==> config.mk <==
export PLATFORM = sky130hd
export DESIGN_NAME = seg7_scan_ctrl
export DESIGN_NICKNAME = d
export VERILOG_FILES = /design/src/rtl/seg7_pkg.sv /design/src/rtl/h27seg.sv /design/src/rtl/seg7_scan_ctrl.sv
export SDC_FILE = /design/constraint.sdc
export NUM_CORES = 1
export LEC_CHECK = 0
export ABC_AREA = 1
export BUFFER_PORTS_ARGS = -buffer_cell sky130_fd_sc_hd__buf_2
export CORE_MARGIN = 2
export CORE_UTILIZATION = 25
export CTS_BUF_LIST = sky130_fd_sc_hd__clkbuf_4 sky130_fd_sc_hd__clkbuf_8 sky130_fd_sc_hd__clkbuf_16
export CTS_CLUSTER_DIAMETER = 60
export DETAILED_ROUTE_END_ITERATION = 6
export PLACE_DENSITY = 0.38
export SYNTH_ARGS = -nofsm -noshare
export SYNTH_HDL_FRONTEND = slang
export SYNTH_SLANG_ARGS = --single-unit
==> constraint.sdc <==
create_clock -name clk -period 4.7 [get_ports clk]
set_clock_uncertainty 0.05 [all_clocks]
set_input_delay 0.47 -clock clk [delete_from_list [all_inputs] [get_ports clk]]
set_output_delay 0.47 -clock clk [all_outputs]
set_load 0.02 [all_outputs]
==> src/rtl/seg7_pkg.sv <==
// Shared constants and scan-state encoding for the multiplexed 7-segment display scanner.
// Also holds the default digit count and timing used by seg7_scan_ctrl.
package seg7_pkg;

    localparam int NDIG_DEF  = 3;
    localparam int DWELL_DEF = 8192;
    localparam int BLANK_DEF = 64;

    localparam logic [6:0]  SEG_OFF = 7'h7F;
    // Wide enough for any practical digit count; users truncate to NDIG bits.
    localparam logic [31:0] CA_NONE = '1;

    typedef logic [0:0] scan_state_t;
    localparam scan_state_t ST_SHOW  = 1'b0;
    localparam scan_state_t ST_BLANK = 1'b1;

endpackage

==> src/rtl/h27seg.sv <==
// Hex nibble to active-low {g,f,e,d,c,b,a} segment decoder, purely combinational.
module h27seg
    import seg7_pkg::*;
(
    input  logic [3:0] hex,
    output logic [6:0] seg
);

    always_comb begin
        // NOTE: every path assigns seg first, so no latch can be inferred.
        seg = SEG_OFF;
        case (hex)
            4'h0: seg = 7'h40;
            4'h1: seg = 7'h79;
            4'h2: seg = 7'h24;
            4'h3: seg = 7'h30;
            4'h4: seg = 7'h19;
            4'h5: seg = 7'h12;
            4'h6: seg = 7'h02;
            4'h7: seg = 7'h78;
            4'h8: seg = 7'h00;
            4'h9: seg = 7'h10;
            4'hA: seg = 7'h08;
            4'hB: seg = 7'h03;
            4'hC: seg = 7'h46;
            4'hD: seg = 7'h21;
            4'hE: seg = 7'h06;
            4'hF: seg = 7'h0E;
            default: seg = SEG_OFF;
        endcase
    end

endmodule

==> src/rtl/seg7_scan_ctrl.sv <==
// Scan scheduler for a multiplexed common-anode display: digit sequencing, blanking,
// PWM brightness and frame-aligned value updates. Outputs are registered from next-state.
module seg7_scan_ctrl
    import seg7_pkg::*;
#(
    parameter int NDIG  = NDIG_DEF,
    parameter int DWELL = DWELL_DEF,
    parameter int BLANK = BLANK_DEF
) (
    input  logic              clk,
    input  logic              resetn,
    input  logic              wr_valid,
    input  logic [4*NDIG-1:0] wr_data,
    input  logic [NDIG-1:0]   wr_dp,
    output logic              wr_ready,
    input  logic [3:0]        bright,
    output logic [NDIG-1:0]   ca,
    output logic [6:0]        s7,
    output logic              dp,
    output logic              frame
);

    localparam int CMAX = (DWELL > BLANK) ? DWELL : BLANK;
    localparam int CW   = (CMAX > 1) ? $clog2(CMAX) : 1;
    localparam int IW   = (NDIG > 1) ? $clog2(NDIG) : 1;

    scan_state_t       state_q, state_d;
    logic [CW-1:0]     cnt_q, cnt_d;
    logic [IW-1:0]     idx_q, idx_d;
    logic              started_q, started_d;
    logic [3:0]        pwm_q, pwm_d;
    logic [4*NDIG-1:0] shadow_q, shadow_d, pend_q, pend_d;
    logic [NDIG-1:0]   shadow_dp_q, shadow_dp_d, pend_dp_q, pend_dp_d;
    logic              wr_ready_q, wr_ready_d;
    logic [NDIG-1:0]   ca_q, ca_d;
    logic [6:0]        s7_q, s7_d;
    logic              dp_q, dp_d, frame_q, frame_d;
    logic              wrap, xfer, commit, lit;
    logic [3:0]        nib;
    logic [6:0]        seg;

    always_comb begin
        state_d   = state_q;
        cnt_d     = cnt_q + CW'(1);
        idx_d     = idx_q;
        started_d = started_q;
        wrap      = 1'b0;
        case (state_q)
            ST_SHOW: begin
                if (cnt_q == CW'(DWELL - 1)) begin
                    state_d = ST_BLANK;
                    cnt_d   = '0;
                end
            end
            default: begin
                if (cnt_q == CW'(BLANK - 1)) begin
                    state_d   = ST_SHOW;
                    cnt_d     = '0;
                    started_d = 1'b1;
                    // The blank after reset leads straight into digit 0 without a frame.
                    if (!started_q) begin
                        idx_d = '0;
                    end else if (idx_q == IW'(NDIG - 1)) begin
                        idx_d = '0;
                        wrap  = 1'b1;
                    end else begin
                        idx_d = idx_q + IW'(1);
                    end
                end
            end
        endcase
    end

    always_comb begin
        xfer        = wr_valid && wr_ready_q;
        commit      = wrap && !wr_ready_q;
        shadow_d    = commit ? pend_q : shadow_q;
        shadow_dp_d = commit ? pend_dp_q : shadow_dp_q;
        pend_d      = xfer ? wr_data : pend_q;
        pend_dp_d   = xfer ? wr_dp : pend_dp_q;
        wr_ready_d  = commit ? 1'b1 : (xfer ? 1'b0 : wr_ready_q);

        // pwm_q is the duty phase of the cycle now on the pins; pwm_d is the next one.
        pwm_d   = pwm_q + {3'b000, state_q == ST_SHOW};
        lit     = (state_d == ST_SHOW) && (pwm_d < bright);
        nib     = shadow_d[4*idx_d +: 4];
        ca_d    = (state_d == ST_SHOW) ? ~(NDIG'(1) << idx_d) : NDIG'(CA_NONE);
        s7_d    = lit ? seg : SEG_OFF;
        dp_d    = lit ? ~shadow_dp_d[idx_d] : 1'b1;
        frame_d = (state_d == ST_BLANK) && (cnt_d == CW'(BLANK - 1)) &&
                  (idx_d == IW'(NDIG - 1)) && started_d;
    end

    h27seg u_dec (
        .hex (nib),
        .seg (seg)
    );

    // NOTE: pending and shadow are reset too, so a write in flight at reset is discarded.
    always_ff @(posedge clk or negedge resetn) begin
        if (!resetn) begin
            state_q     <= ST_BLANK;
            cnt_q       <= '0;
            idx_q       <= '0;
            started_q   <= 1'b0;
            pwm_q       <= '0;
            shadow_q    <= '0;
            shadow_dp_q <= '0;
            pend_q      <= '0;
            pend_dp_q   <= '0;
            wr_ready_q  <= 1'b1;
            ca_q        <= NDIG'(CA_NONE);
            s7_q        <= SEG_OFF;
            dp_q        <= 1'b1;
            frame_q     <= 1'b0;
        end else begin
            // NOTE: non-blocking assignments keep every register sampling pre-edge values.
            state_q     <= state_d;
            cnt_q       <= cnt_d;
            idx_q       <= idx_d;
            started_q   <= started_d;
            pwm_q       <= pwm_d;
            shadow_q    <= shadow_d;
            shadow_dp_q <= shadow_dp_d;
            pend_q      <= pend_d;
            pend_dp_q   <= pend_dp_d;
            wr_ready_q  <= wr_ready_d;
            ca_q        <= ca_d;
            s7_q        <= s7_d;
            dp_q        <= dp_d;
            frame_q     <= frame_d;
        end
    end

    assign wr_ready = wr_ready_q;
    assign ca       = ca_q;
    assign s7       = s7_q;
    assign dp       = dp_q;
    assign frame    = frame_q;

endmodule

==> results of run 1 <==
-- worst reg2reg max path, delay by kind of cell (launching register included) --
kind	cells	cell delay, ns
fa+ha+maj	3	0.80
compound gates	4	0.61
flops	1	0.55
simple gates	2	0.53
buf+inv	2	0.21
-- Yosys cell counts --
cell / n
nand2_1: 87
inv_1: 60
dfrtp_1: 51
nor2_1: 33
nand3_1: 22
o21ai_0: 14
dfstp_2: 13
ha_1: 12
nand4_1: 12
a21oi_1: 9
mux2_2: 8
nor3_1: 7
nand2_2: 6
xor2_1: 6
o21ai_1: 5
nand3_2: 4
buf_1: 2
buf_6: 2
nand3_4: 2
nor2_2: 2
nor2_4: 2
o21a_1: 2
a21boi_0: 1
a21o_1: 1
a21oi_2: 1
a22oi_1: 1
buf_2: 1
buf_4: 1
inv_2: 1
nor2_8: 1
nor3_2: 1
or2_0: 1
xnor2_1: 1
-- power breakdown --
group / total [W] / internal (W) / switching, W / leakage [nW]
clock: 0.000753 / 0.000507 / 0.000246 / 0.161
combinational: 0.0000469 / 0.0000195 / 0.0000274 / 1.14
sequential: 0.000577 / 0.000570 / 0.00000628 / 0.793
total: 0.00138 / 0.00110 / 0.000280 / 2.09
-- metal layers --
metal / share of wire / global-route usage / up-vias
li1: - / - / 1258
met1: 0.52 / 0.160 / 1128
met2: 0.43 / 0.168 / 38
met3: 0.032 / 0.0310 / 7
met4: 0.018 / 0.0520 / 0
met5: 0 / 0 / -
-- cell type report --
| cell class | instances | area share |
|---|---|---|
| clock inverters | 4 | 0.0191 |
| flip-flops and latches | 64 | 0.412 |
| multi-input cells | 241 | 0.342 |
| well taps | 172 | 0.0548 |
| repair buffers | 35 | 0.0453 |
| inverters | 61 | 0.0584 |
| clock buffers | 12 | 0.0679 |
-- metrics by stage --
step           total power [W]  setup WS (ns)  hold slack, ns  instance area [um2]
6_report               0.00138           1.88           0.246                 3920
5_1_grt                0.00145           1.54           0.257                 3920
4_1_cts                0.00141           1.83           0.232                 3920
3_5_place_dp          0.000635           1.83           0.424                 3580
3_3_place_gp          0.000635           1.83           0.417                 3580
2_1_floorplan         0.000606           2.27           0.124                 3230
-- logic make-up after synthesis --
logic type / Yosys count / synth area share
AOI/OAI and AO/OA: 34 / 0.0577
xor gates and xnor gates: 7 / 0.0190
adders and majority gates: 12 / 0.0465
buffers and inverters: 67 / 0.0840
DFF: 64 / 0.501
muxes: 8 / 0.0279
and+or+nand+nor: 180 / 0.264
-- state kept, by name, indices dropped and copies added, names as in the netlist --
signal and cells:
idx_q 2, wr_ready 1, frame 1, state_q 1
s7 7, shadow_dp_q 3, shadow_q 12, ca 3
pend_dp_q 3, dp 1, pwm_q 4, started_q 1
pend_q 12, cnt_q 13
-- worst paths after layout --
kind	startpoint	endpoint	slack [ns]	depth (start not counted)
setup reg to reg	state_q$_DFF_PN1_	s7[4]$_DFF_PN1_	1.88	11
max in group asynchronous	resetn	shadow_q[8]$_DFF_PN0_	3.78	2
setup / recovery	state_q$_DFF_PN1_	s7[4]$_DFF_PN1_	1.88	11
hold reg to reg	pwm_q[3]$_DFF_PN0_	pwm_q[3]$_DFF_PN0_	0.42	1
min in group asynchronous	resetn	pend_q[0]$_DFFE_PN0P_	0.27	2
hold / removal	wr_valid	wr_ready$_DFFE_PN1P_	0.25	2
==> summary.md, run 1 <==
| Metric | Value |
|---|---|
| Max-slew violations | 0 |
| Setup_tns | 0 ns |
| Mean Syn Cell Area | 8.69 um2 |
| Root buffer cell | clkbuf_16 |
| Post-DRT Antenna Nets | 0 |
| Unrepaired setup endpoints after global routing | false |
| Worst Setup End Kind | flip-flop |
| Die width | 118 um |
| Hold Buf Count CTS | 0 |
| Storage cell area | 1620 um2 |
| CP bufs+invs | 2 |
| Headroom to the max-slew limit | 0.443 |
| Share of cells above drive strength 1 | 0.221 |
| DRT Pass-1 Iters | 4 |
| Post-Layout Cell Count | 589 |
| Number of antenna violations at the first check in global routing | 0 |
| Synth-to-Final Area Change | 21.4% |
| Cell area after synthesis | 3230 um2 |
| Yosys top cell by area | dfrtp_1 |
| Worst min path class | primary input to flip-flop |
| Most frequent cells in the layout | nand2_1 (87), inv_1 (60), dfrtp_1 (51) |
| CP delay by family, top | adder cells |
| Core Rows | 41 |
| # fillers | 1369 |
| Tot GR Track Use | 0.116 |
| Yosys warns | 0 |
| Startpoint types | flip-flop |
| Post-synthesis sequential area ratio | 0.501 |
| CORE AREA | 12600 um2 |
| WS Path Type | flip-flop to flip-flop |
| Crit path DAT | 3.03 ns |
| Least-Margin Pin Slew | 0.835 ns |
| Post-DP HPWL | 5220 um |
| Synth top area cells | dfrtp_1 (39%), dfstp_2 (11%), nand2_1 (10%) |
| Largest net degree at the start of global routing | 65 |
| CP max FO | 6 |
| Status | finished clean |
| Critical path's most frequent cell | ha_1 |
| Crit-path cells | inv_2, ha_1, ha_1, ha_1, a21boi_0, o21a_1, o21a_1, nor3_2, inv_1, a21oi_1, nand2_1 |
| Die Area | 13900 um2 |
| Io pins | 35 |
| CTS tree | built |
| Multi-input logic area | 1340 um2 |
| Achievable Freq | 0.355 GHz |
| Syn Inst Count | 372 |
| Setup-failing EPs final | 0 |
| Post-CTS resize count | 0 |
| Share of the synthesized area in the top cell type | 0.395 |
| Endpoints failing hold | 0 |
| TritonCTS buffer count | 9 |
| Global-route wire length before repair | 12500 um |
| Slowest stage delay, CP | 0.55 ns |
| P per Cell Area | 351 nW/um2 |
| H-Tree Depth | 3 |
| N_diodes | 0 |
| Fin util | 0.311 |
| Slowest-stage cell, CP | dfstp_2 |
| DRC errors left | 0 |
| Final #Nets | 446 |
| Die height | 118 um |
| Wire per inst | 12.3 um |
| 1st-iter DRT viols | 93 |
| Vias in the first global route | 2501 |
| Routability cong. | 0.800 |
| LEAKAGE | 2.09 nW |
| Maximum vdd ir drop | 0.000129 V |
| Max-cap violations | 0 |
| Period utilization | 0.600 |
| Seq cells post-synth | 64 |
| Global route overflow | 0 |
| Number of distinct library cells after synthesis | 33 |
| Commonest non-fill, non-tap cell in the layout | nand2_1 |
| Placed Cells incl. Taps | 573 |
| Sink Count | 64 |
| Starting Density | 0.256 |
| Port bufs | 34 |
| Max Root-Sink Buffers | 2 |
| Period minus WS final | 2.82 ns |
| Synth Net Count | 406 |
| Setup bufs post-CTS | 0 |
| Via density | 4.13 |
| Worst-path clk slew | 0.05 ns |
| Detailed-route via count | 2431 |
| Required @ worst endpoint | 4.91 ns |
| Worst-Skew Late Latency | 0.33 ns |
| Final WL | 7240 um |
No activity file was read; power rests on OpenSTA's default activity.
==> inputs of run 2 (changes only) <==
Settings changed: ABC_AREA 1 to 0, PLACE_DENSITY 0.38 to 0.39.
Clock period 4.7 ns to 2.5 ns, I/O delays scaled along.
==> run 2 against run 1 <==
  * The flow now finishes with violations (negative setup slack)
  * Clock power up 70%
  * Final area up 14%
  * Critical path depth decreased by 2
  * Power increased by 79%
  * Sequential power increased by 89%
  * Combinational power up 110%
  * First-iteration DRC count up 9.7%
  * Core utilization up 6.1 points
  * Fmax increased by 2.3%
  * Synthesized cell count is 29% lower
==> summary.md, run 2 <==
| Metric | Value |
|---|---|
| Share of the synthesized area in the top cell type | 0.415 (was 0.395) |
| Final WL | 7600 um (was 7240 um) |
| Fin util | 0.372 (was 0.311) |
| Seq cells post-synth | 64 (unchanged) |
| Biggest register | cnt_q (unchanged) |
| # fillers | 1201 (was 1369) |
| Hold_ws | 0.0438 ns (was 0.246 ns) |
| Achievable Freq | 0.363 GHz (was 0.355 GHz) |
| Number of flops mapped to enable cells by yosys | 0 (unchanged) |
| Largest family of logic cells by synthesized area | simple AND/OR/NAND/NOR gates (unchanged) |
| Tot GR Track Use | 0.127 (was 0.116) |
| Routability cong. | 0.820 (was 0.800) |
| Yosys warns | 0 (unchanged) |
| Die height | 115 um (was 118 um) |
| Root buffer cell | clkbuf_16 (unchanged) |
| Worst min path class | primary input to flip-flop (unchanged) |
| Final WS setup | -0.255 ns (was 1.88 ns) |
| Max Root-Sink Buffers | 2 (unchanged) |
| CP max FO | 6 (unchanged) |
| Commonest non-fill, non-tap cell in the layout | buf_4 (was nand2_1) |
| LEAKAGE | 2.12 nW (was 2.09 nW) |
| Count leader, synth | dfrtp_1 (was nand2_1) |
| P per Cell Area | 551 nW/um2 (was 351 nW/um2) |
| Period minus WS final | 2.76 ns (was 2.82 ns) |
| Failing checks | negative setup slack |
| Sink Count | 64 (unchanged) |
| Post-synthesis sequential area ratio | 0.527 (was 0.501) |
| Worst Setup End Kind | flip-flop (unchanged) |
| N_diodes | 0 (unchanged) |
| Post-DRT Antenna Nets | 0 (unchanged) |
| Pre-CTS WS | -0.383 ns (was 1.83 ns) |
| DRC errors left | 0 (unchanged) |
| Yosys top cell by area | dfrtp_1 (unchanged) |
| CORE AREA | 12000 um2 (was 12600 um2) |
| Io pins | 35 (unchanged) |
| Period utilization | 1.10 (was 0.600) |
| Mean Syn Cell Area | 11.6 um2 (was 8.69 um2) |
| Global-route wire length before repair | 12800 um (was 12500 um) |
| Max-cap violations | 0 (unchanged) |
| Max-slew violations | 0 (unchanged) |
| Post-DP Area | 3930 um2 (was 3580 um2) |
| Mux contribution to synthesized area | 0.113 (was 0.0279) |
| 1st-iter DRT viols | 102 (was 93) |
| Detailed-route via count | 2349 (was 2431) |
| Worst-Skew Late Latency | 0.34 ns (was 0.33 ns) |
| Synth-to-Final Area Change | 45.5% (was 21.4%) |
| Number of antenna violations at the first check in global routing | 0 (unchanged) |
| Simple-Gate Fraction of Synth Area | 0.143 (was 0.264) |
| CTS tree | built (unchanged) |
| Largest registers | cnt_q x13, pend_q x12, shadow_q x12 (unchanged) |
| Largest register FFs | 13 (unchanged) |
| Headroom to the max-slew limit | 0.487 (was 0.443) |
| Die Area | 13200 um2 (was 13900 um2) |
| R2R depth | 9 (was 11) |
| Setup_tns | -1.19 ns (was 0 ns) |
| Adder-Cell Fraction of Synth Area | 0.0489 (was 0.0465) |
| Post-DP HPWL | 5740 um (was 5220 um) |
| Wire per inst | 14.5 um (was 12.3 um) |
| Startpoint types | flip-flop (unchanged) |
| Global route overflow | 0 (unchanged) |
| Synth Area in Compound Gates | 0.0982 (was 0.0577) |
| Synth Area in XOR/XNOR | 0.0399 (was 0.0190) |
| Least-Margin Pin Slew | 0.768 ns (was 0.835 ns) |
| Starting Density | 0.256 (about the same) |
| Synth top area cells | dfrtp_1 (42%), dfstp_2 (11%), mux2_2 (8.4%) (was dfrtp_1 (39%), dfstp_2 (11%), nand2_1 (10%)) |
| Number of distinct library cells after synthesis | 48 (was 33) |
| Maximum vdd ir drop | 0.000273 V (was 0.000129 V) |
| Final #Nets | 408 (was 446) |
| Via density | 4.47 (was 4.13) |
| DRT Pass-1 Iters | 4 (unchanged) |
| Synth Net Count | 298 (was 406) |
| Unrepaired setup endpoints after global routing | true (was false) |
| Vias in the first global route | 2491 (was 2501) |
| TritonCTS buffer count | 9 (unchanged) |
| Post-route cell area | 4470 um2 (was 3920 um2) |
| Required @ worst endpoint | 2.68 ns (was 4.91 ns) |
| Worst-path clk slew | 0.05 ns (about the same) |
| Most frequent cells in the layout | buf_4 (69), dfrtp_1 (51), buf_2 (34) (was nand2_1 (87), inv_1 (60), dfrtp_1 (51)) |
| Crit path DAT | 2.94 ns (was 3.03 ns) |
| Share of cells above drive strength 1 | 0.524 (was 0.221) |
| Synth Flop Type | dfrtp_1 (unchanged) |
| Cell area after synthesis | 3070 um2 (was 3230 um2) |
| WS Path Type | flip-flop to flip-flop (unchanged) |
| Status | finished, violations left (was finished clean) |
| Largest net degree at the start of global routing | 31 (was 65) |
| Hold Path Stages | 2 (unchanged) |
| Commonest cells post-synth | dfrtp_1 (51), mux2_2 (23), nand2_1 (20) (was nand2_1 (87), inv_1 (60), dfrtp_1 (51)) |
| Endpoints failing hold | 0 (unchanged) |
| Core Rows | 40 (was 41) |
| Reg-to-reg slack, setup | -0.26 ns (was 1.88 ns) |
| Setup-failing EPs final | 7 (was 0) |
| Port bufs | 34 (unchanged) |
| Die width | 115 um (was 118 um) |
| Synth async-reset ratio | 1.00 (unchanged) |
| Syn Inst Count | 264 (was 372) |
| H-Tree Depth | 3 (unchanged) |
## run 2: layout make-up
| type | instances | area (um2) | share of cell area |
|---|---|---|---|
| sequential | 64 | 1620 | 0.362 |
| clock buffer | 12 | 267 | 0.0596 |
| multi-input combinational | 179 | 1570 | 0.352 |
| inverter | 14 | 67.6 | 0.0151 |
| timing repair buffer | 106 | 721 | 0.161 |
| clock inverter | 3 | 40.0 | 0.00896 |
| tap | 147 | 184 | 0.0411 |
## run 2: worst max-delay path, cell delays in order, from the launching register on
cell,delay (ns)
dfstp_2,0.53
nor4b_4,0.18
nand4_1,0.20
or2_4,0.32
mux2_4,0.34
a221oi_4,0.35
inv_2,0.09
ha_2,0.23
mux2i_1,0.19
o221ai_1,0.18
## run 2: repair_timing
| action | CTS | global route |
|---|---|---|
| endpoints found under the hold margin | 8 | 0 |
| pin swaps | 7 | 8 |
| hold buffers | 1 | 0 |
| endpoints found under the setup margin | 8 | 8 |
| resized for setup | 25 | 15 |
| buffers inserted | 2 | 5 |
## run 2: final timing paths
kind | from | to
max in group asynchronous | resetn | s7[1]$_DFF_PN1_
min | wr_valid | wr_ready$_DFFE_PN1P_
max reg2reg | state_q$_DFF_PN1_ | s7[6]$_DFF_PN1_
min in group asynchronous | resetn | cnt_q[2]$_DFF_PN0_
max | state_q$_DFF_PN1_ | s7[6]$_DFF_PN1_
min reg2reg | pwm_q[3]$_DFF_PN0_ | pwm_q[3]$_DFF_PN0_
## run 2: report_power, final
group | switching [W] | internal, W | leakage (nW) | total [W]
clock network | 0.000434 | 0.000843 | 0.154 | 0.00128
registers | 0.0000162 | 0.00107 | 0.806 | 0.00109
logic | 0.0000491 | 0.0000493 | 1.16 | 0.0000984
## run 2: routing by layer
| layer | vias up | GRT usage | part of all wire |
|---|---|---|---|
| li1 | 1182 | - | - |
| met1 | 1125 | 0.178 | 0.51 |
| met2 | 34 | 0.184 | 0.44 |
| met3 | 8 | 0.0306 | 0.033 |
| met4 | 0 | 0.0627 | 0.015 |
| met5 | - | 0 | 0 |
## run 2: through the flow
stage               instances  total power, W
floorplan                 264         0.00114
detailed placement        503         0.00120
finish                    525         0.00246
global placement          503         0.00120
global route              525         0.00258
CTS                       521         0.00251
## run 2: kinds of logic (layout without fill, tap and decap cells)
family          Yosys count  after routing
flops                    64             64
simple gates             84             84
fa+ha+maj                12             12
xor+xnor                 14             14
buf+inv                  21            135
compound gates           39             39
mux                      30             30
==> inputs of run 3 (changes only) <==
Settings changed: RECOVER_POWER from default to 25.
==> run 3 against run 2 <==
  * The flow still finishes with violations (negative setup slack)
  * Critical path depth did not move
  * Sequential share of layout area barely moved
  * Final area hardly changed
  * Cell count unchanged
  * Global-route usage did not move
  * Register-to-register slack hardly changed
  * Routed wire length unchanged
  * Flip-flop and latch count unchanged
  * Critical path type unchanged
  * Largest cell class unchanged
==> summary.md, run 3 (synthesis results as in run 2) <==
| Metric | Value |
|---|---|
| DRT Pass-1 Iters | 4 (unchanged) |
| Worst min path class | primary input to flip-flop (unchanged) |
| Pre-CTS WS | -0.383 ns (unchanged) |
| CP max FO | 6 (unchanged) |
| Via density | 4.47 (unchanged) |
| Share of cells above drive strength 1 | 0.521 (was 0.524) |
| Biggest register | cnt_q (unchanged) |
| Post-DP HPWL | 5740 um (unchanged) |
| Port bufs | 34 (unchanged) |
| Setup-failing EPs final | 7 (unchanged) |
| Max-cap violations | 0 (unchanged) |
| Headroom to the max-slew limit | 0.487 (unchanged) |
| H-Tree Depth | 3 (unchanged) |
| CORE AREA | 12000 um2 (unchanged) |
| LEAKAGE | 2.12 nW (about the same) |
| Failing checks | negative setup slack (unchanged) |
| Slowest-stage cell, CP | dfstp_2 (unchanged) |
| Status | finished, violations left (unchanged) |
| Die Area | 13200 um2 (unchanged) |
| Worst Setup SP | state_q$_DFF_PN1_ (unchanged) |
| Largest registers | cnt_q x13, pend_q x12, shadow_q x12 (unchanged) |
| Crit-path cells | nor4b_4, nand4_1, or2_4, mux2_4, a221oi_4, inv_2, ha_2, mux2i_1, o221ai_1 (unchanged) |
| Slowest stage delay, CP | 0.53 ns (about the same) |
| Global route overflow | 0 (unchanged) |
| Global-route wire length before repair | 12800 um (unchanged) |
| DRC errors left | 0 (unchanged) |
| Core Rows | 40 (unchanged) |
| Root buffer cell | clkbuf_16 (unchanged) |
| Required @ worst endpoint | 2.68 ns (about the same) |
| Period minus WS final | 2.76 ns (about the same) |
| Maximum vdd ir drop | 0.000273 V (unchanged) |
| 1st-iter DRT viols | 102 (unchanged) |
| Starting Density | 0.256 (unchanged) |
| Startpoint types | flip-flop (unchanged) |
| Least-Margin Pin Slew | 0.768 ns (unchanged) |
| Power consumption | 0.00246 W (about the same) |
| Max Root-Sink Buffers | 2 (unchanged) |
| Sink Count | 64 (unchanged) |
| Crit path DAT | 2.94 ns (about the same) |
| Detailed-route via count | 2349 (unchanged) |
| Worst-path clk slew | 0.05 ns (about the same) |
| Worst-Skew Late Latency | 0.34 ns (about the same) |
| Io pins | 35 (unchanged) |
| Vias in the first global route | 2491 (unchanged) |
| Max-slew violations | 0 (unchanged) |
| Worst flop-to-flop path startpoint | state_q$_DFF_PN1_ (unchanged) |
| Wire per inst | 14.5 um (unchanged) |
| P per Cell Area | 551 nW/um2 (about the same) |
| Number of antenna violations at the first check in global routing | 0 (unchanged) |
| Die height | 115 um (unchanged) |
| Tot GR Track Use | 0.127 (unchanged) |
| Reg-to-reg slack, setup | -0.26 ns (about the same) |
| Post-DRT Antenna Nets | 0 (unchanged) |
| HP Start | wr_valid (unchanged) |
| Synth-to-Final Area Change | 45.5% (about the same) |
| Unrepaired setup endpoints after global routing | true (unchanged) |
| WS Path Type | flip-flop to flip-flop (unchanged) |
| TritonCTS buffer count | 9 (unchanged) |
| Routability cong. | 0.820 (unchanged) |
| Worst Setup End Kind | flip-flop (unchanged) |
| Largest register FFs | 13 (unchanged) |
| Die width | 115 um (unchanged) |
| Most frequent cells in the layout | buf_4 (69), dfrtp_1 (51), buf_2 (33) (was buf_4 (69), dfrtp_1 (51), buf_2 (34)) |
| CTS tree | built (unchanged) |
| Period utilization | 1.10 (about the same) |
| Largest net degree at the start of global routing | 31 (unchanged) |
| Final #Nets | 408 (unchanged) |
| N_diodes | 0 (unchanged) |
| Final WS setup | -0.255 ns (about the same) |
| Commonest non-fill, non-tap cell in the layout | buf_4 (unchanged) |
| Endpoints failing hold | 0 (unchanged) |
| Final WL | 7600 um (unchanged) |
| Achievable Freq | 0.363 GHz (about the same) |
## run 3: report_power, final
group | total, W | leakage [nW] | switching (W) | internal, W
clock network | 0.00128 | 0.154 | 0.000434 | 0.000843
logic | 0.0000981 | 1.16 | 0.0000491 | 0.0000490
registers | 0.00109 | 0.806 | 0.0000162 | 0.00107
total | 0.00246 | 2.12 | 0.000499 | 0.00196
## run 3: worst max-delay path, delay by kind of cell (launching register included)
family / cells / cell delay [ns]
DFF: 1 / 0.53
adders and majority gates: 1 / 0.23
and+or+nand+nor: 3 / 0.70
muxes: 2 / 0.53
AOI/OAI and AO/OA: 2 / 0.53
buffers and inverters: 1 / 0.09
## run 3: cell type report
class	instances	area, um2
multi-input combinational	179	1570
sequential	64	1620
fill	1202	7540
clock buffer	12	267
inverter	14	67.6
clock inverter	3	40.0
tap	147	184
timing repair buffer	106	719
## run 3: per-layer routing
| metal | wire [um] | global-route usage | vias to the layer above |
|---|---|---|---|
| li1 | - | - | 1182 |
| met1 | 3900 | 0.178 | 1125 |
| met2 | 3340 | 0.184 | 34 |
| met3 | 252 | 0.0306 | 8 |
| met4 | 112 | 0.0627 | 0 |
| met5 | 0 | 0 | - |
## run 3: repair_timing
item                       4_1_cts  5_1_grt
hold endpoints to repair         8        0
pin swaps                        7        8
resized for setup               25       15
setup buffers                    2        5
setup endpoints to repair        8        8
hold buffers                     1        0
## run 3: through the flow
| step | util | area, um2 | hold slack, ns | TNS, ns | instances |
|---|---|---|---|---|---|
| after floorplan | - | 3130 | -0.0956 | -2.12 | 264 |
| after global placement | 0.327 | 3930 | 0.0727 | -2.20 | 503 |
| after detailed placement | 0.327 | 3930 | 0.0757 | -2.40 | 503 |
| after CTS | 0.364 | 4370 | 0.0224 | -1.33 | 521 |
| after global routing | 0.372 | 4470 | 0.0494 | -2.23 | 525 |
| final | 0.372 | 4470 | 0.0438 | -1.19 | 525 |
## run 3: final timing paths
kind                                        end  cells past startpoint
min                        wr_ready$_DFFE_PN1P_                      2
min in group asynchronous    cnt_q[2]$_DFF_PN0_                      2
max reg2reg                     s7[6]$_DFF_PN1_                      9
max                             s7[6]$_DFF_PN1_                      9
max in group asynchronous       s7[1]$_DFF_PN1_                      3
min reg2reg                  pwm_q[3]$_DFF_PN0_                      1
